### src/rtl/motor_pkg.sv
// Shared constants, state encoding and helpers for the motor PWM driver.
package motor_pkg;

    localparam int PWM_FRAME = 127;
    localparam int VEL_W     = 8;

    typedef enum logic {
        RUN       = 1'b0,
        DEAD_TIME = 1'b1
    } state_t;

    // -128 has no positive 8-bit counterpart, so it saturates to full scale.
    function automatic logic [6:0] sat_abs8(input logic [VEL_W-1:0] v);
        if (!v[7])
            return v[6:0];
        else if (v[6:0] == 7'd0)
            return 7'd127;
        else
            return 7'(~v[6:0] + 7'd1);
    endfunction

endpackage

### src/rtl/pwm_timebase.sv
// Prescaled tick generator and 127-step PWM frame counter.
module pwm_timebase
    import motor_pkg::*;
#(
    parameter int PRESCALE = 49
) (
    input  logic       cclk,
    input  logic       rstb,
    output logic [6:0] pwm_cnt,
    output logic       tick,
    output logic       frame_end
);

    localparam int PW = (PRESCALE > 0) ? $clog2(PRESCALE + 1) : 1;

    logic [PW-1:0] presc;

    assign tick      = (presc == PW'(PRESCALE));
    assign frame_end = tick && (pwm_cnt == 7'(PWM_FRAME - 1));

    always_ff @(posedge cclk) begin
        if (!rstb) begin
            presc   <= '0;
            pwm_cnt <= '0;
        end else if (tick) begin
            presc   <= '0;
            pwm_cnt <= frame_end ? 7'd0 : pwm_cnt + 7'd1;
        end else begin
            presc <= presc + PW'(1);
        end
    end

endmodule

### src/rtl/motor_pwm_driver.sv
// Sign/magnitude PWM H-bridge driver with frame-aligned updates and
// dead time on every direction reversal.
//   state     | meaning
//   RUN       | bridge driven at duty, direction fixed
//   DEAD_TIME | bridge off for DEAD_PERIODS frames before dir may flip
module motor_pwm_driver
    import motor_pkg::*;
#(
    parameter int PRESCALE     = 49,
    parameter int DEAD_PERIODS = 4
) (
    input  logic             cclk,
    input  logic             rstb,
    input  logic [VEL_W-1:0] velocity,
    output logic             pwm_out,
    output logic             dir,
    output logic             reversing,
    output logic [6:0]       duty
);

    localparam int DW = (DEAD_PERIODS > 1) ? $clog2(DEAD_PERIODS) : 1;

    state_t        state;
    logic [DW-1:0] dead_cnt;
    logic [6:0]    pwm_cnt;
    logic [6:0]    mag;
    logic          frame_end;
    logic          tick_unused;
    logic          req_sign;
    logic          zero;

    pwm_timebase #(
        .PRESCALE (PRESCALE)
    ) u_timebase (
        .cclk      (cclk),
        .rstb      (rstb),
        .pwm_cnt   (pwm_cnt),
        .tick      (tick_unused),
        .frame_end (frame_end)
    );

    assign req_sign = velocity[VEL_W-1];
    assign mag      = sat_abs8(velocity);
    assign zero     = (mag == 7'd0);

    // pwm_out and reversing are both derived from the pre-edge state, so they
    // switch on the same edge and can never be high together.
    always_ff @(posedge cclk) begin
        if (!rstb) begin
            state     <= RUN;
            duty      <= '0;
            dir       <= 1'b0;
            dead_cnt  <= '0;
            pwm_out   <= 1'b0;
            reversing <= 1'b0;
        end else begin
            pwm_out   <= (state == RUN) && (pwm_cnt < duty);
            reversing <= (state == DEAD_TIME);
            if (frame_end) begin
                case (state)
                    RUN: begin
                        if (!zero && (req_sign != dir)) begin
                            state    <= DEAD_TIME;
                            duty     <= '0;
                            dead_cnt <= '0;
                        end else begin
                            duty <= mag;
                        end
                    end
                    DEAD_TIME: begin
                        if (dead_cnt == DW'(DEAD_PERIODS - 1)) begin
                            state <= RUN;
                            duty  <= mag;
                            if (!zero)
                                dir <= req_sign;
                        end else begin
                            dead_cnt <= dead_cnt + DW'(1);
                        end
                    end
                    default: state <= RUN;
                endcase
            end
        end
    end

endmodule

### config.mk
export PLATFORM = sky130hd
export DESIGN_NAME = motor_pwm_driver
export DESIGN_NICKNAME = d
export VERILOG_FILES = /design/src/rtl/motor_pkg.sv /design/src/rtl/pwm_timebase.sv /design/src/rtl/motor_pwm_driver.sv
export SDC_FILE = /design/constraint.sdc
export NUM_CORES = 1
export LEC_CHECK = 0
export CORE_ASPECT_RATIO = 0.8
export CORE_UTILIZATION = 55
export CTS_CLUSTER_DIAMETER = 40
export DETAILED_ROUTE_END_ITERATION = 10
export HOLD_SLACK_MARGIN = 0.12
export PLACE_DENSITY = 0.79
export SLEW_MARGIN = 20
export SYNTH_ARGS = -nofsm -noshare
export SYNTH_HDL_FRONTEND = slang
export SYNTH_HIERARCHICAL = 1
export SYNTH_SLANG_ARGS = --single-unit
### constraint.sdc
create_clock -name cclk -period 2.86 [get_ports cclk]
set_input_delay 0.286 -clock cclk [delete_from_list [all_inputs] [get_ports cclk]]
set_output_delay 0.286 -clock cclk [all_outputs]
set_load 0.005 [all_outputs]
==> flow_summary_export.csv <==
group,metric,value,unit
timing,skew,0.005256,ns
clock_network,worstSkewPairLatency,0.26,ns
drt,final_antenna_net_count,0,
drt,drt_iter0_drc,135,
global_routing,overflow,0,
timing,worst_pin_slew,0.5279,ns
power,p_clk_share,28.8,%
floorplanning,ios,20,
floorplanning,die_h,51.62,um
layout,mostFrequentLayoutCells,"dfxtp_1, clkdlybuf4s50_1, nand2_1, nor2_1",
timing,rsz0062_at_grt,"false",
clock_network,cts-root-buf,"clkbuf_8",
power,power_frac_comb,14.9,%
timing,drv_slew,0,
layout,syn2layout_area_growth,14.49,%
global_routing,antenna_found_initial,0,
run_status,status,"finished clean",
synth,synth_area_per_cell,8.381,sq um
clock_network,numCtsBuffers,3,
synth,synth_nets,224,
global_routing,grt_pass1_vias,1497,
clock_network,cts.reportedPaths.clkPinSlew,0.08,ns
floorplanning,core.rowCount,17,
power,switchingPower,171.8,uW
layout,antenna-diode-count,0,
setup_path,cp_max_fo,12,
drt,met2_length,1.892,mm
synth,synth_warnings,6,
floorplanning,core,2850,sq um
power,p_leak,0.7105,nW
global_routing,grt.total_usage,26.78,%
clock_network,cts_hold_buf,0,
clock_network,cts_tree,"yes",
timing,post-route-period-util,81.34,%
layout,drive_gt1_share,6.019,%
clock_network,htreeDepth,1,
flow_run,maxCapViolCount,0,
setup_path,start_kind,"flip-flop",
power,p_seq_share,56.3,%
setup_path,cp_data_required_time,3.01,ns
clock_network,cts_sinks,26,
layout,nets,240,
drt,wl_met1,1.767,mm
floorplanning,dieWidth,64.03,um
clock_network,ctsResizeCount,0,
floorplanning,start_util,59.39,%
drt,dr.pass1.iters,4,
setup_path,max_stage_delay,0.38,ns
power,vdd_drop_max,207.9,uV
drt,dr_wl_met3,301,um
layout,final_util,68.00,%
min_path,hold_class,"flip-flop to flip-flop",
timing,post-route-min-period,2.326,ns
timing,slew_headroom,64.70,%
timing,tns,0,ns
timing,finalSetupViolations,0,
place,io_buffer_count,19,
power,p_int,511.3,uW
setup_path,endpoint_kind,"flip-flop",
timing,fmaxAchievable,429.9,MHz
drt,via_per_inst,6.248,
place,gp_congestion,0.9324,
floorplanning,dieArea,3305,sq um
clock_network,clockBufferDepth,2,
global_routing,grt_max_degree,16,
drt,top_layer,"met4",
setup_path,worstPathArrival,2.48,ns
drt,wl_per_cell,15.72,um
drt,drt_wl_total,3.993,mm
timing,hold_viol,0,
place,dpl.hpwl,3.010,mm
setup_path,path_cells,"ha_1, nand4b_4, or2_2, nor3_1, buf_4, and2_1, nand2_1, o41ai_1",
global_routing,grt_pass1_wl,6.768,mm
synth,synth_cells,202,
drt,drc,0,
clock_network,cts_setup_buffers,0,
power,p_sw_share,25.15,%
synth,netlist_area,1693,sq um
drt,dr_total_vias,1587,
power,p_per_area,352.4,nW/um^2
layout,final_common_cell,"dfxtp_1",
setup_path,critPathSlowestCell,"dfxtp_1",
setup_path,path_class,"flip-flop to flip-flop",
## metal layers
| metal | GRT usage [%] | up-vias |
|---|---|---|
| met1 | 35.00 | 732 |
| met3 | 5.921 | 6 |
| met2 | 45.21 | 74 |
| met5 | 0 | - |
| li1 | - | 775 |
| met4 | 6.061 | 0 |
## metrics by stage
step | cells | power [mW] | hold slack (ns) | instance area [sq um] | setup slack [ns]
3_5_place_dp | 251 | 0.4925 | 0.4614 | 1897 | 0.3200
5_1_grt | 254 | 0.7176 | 0.5053 | 1938 | 0.3168
6_report | 254 | 0.6831 | 0.4745 | 1938 | 0.5337
4_1_cts | 254 | 0.6865 | 0.4785 | 1938 | 0.5339
3_3_place_gp | 251 | 0.4859 | 0.4460 | 1897 | 0.4276
2_1_floorplan | 202 | 0.4545 | 0.4334 | 1693 | 0.7506
## final timing paths
kind,startpoint,end,slack (ns),cells after the start
max reg2reg,u_timebase/presc[0],duty[4],0.53,8
min reg2reg,u_timebase/presc[0],u_timebase/presc[0],0.47,1
min,u_timebase/presc[0],u_timebase/presc[0],0.47,1
max,u_timebase/presc[0],duty[4],0.53,8
## area by class of cell
class	count	area [sq um]
fillers	254	912.1
repair buffers	22	212.7
flip-flops and latches	26	520.5
inverters	12	45.04
multi-input cells	153	1071
clock buffers	3	41.29
well taps	38	47.55
## sequential cells by signal, indices dropped and copies added, names as in the netlist
| register | cells |
|---|---|
| duty | 7 |
| u_timebase/pwm_cnt | 7 |
| u_timebase/presc | 6 |
| dead_cnt | 2 |
| dir | 1 |
| pwm_out | 1 |
| reversing | 1 |
| state | 1 |
## worst max-delay path, delay by kind of cell, from the launching register on
kind / cells / cell delay (ns)
buffers and inverters: 1 / 0.19
AOI/OAI and AO/OA: 1 / 0.35
adders and majority gates: 1 / 0.21
and+or+nand+nor: 5 / 1.08
DFF: 1 / 0.38
## power groups by stage
stage	clock network [mW]	logic, mW	registers [mW]
floorplan	0	0.0669	0.388
global route	0.220	0.112	0.386
finish	0.197	0.102	0.384
detailed placement	0	0.100	0.392
global placement	0	0.0944	0.391
CTS	0.202	0.101	0.384
No activity file was read; power rests on OpenSTA's default activity.
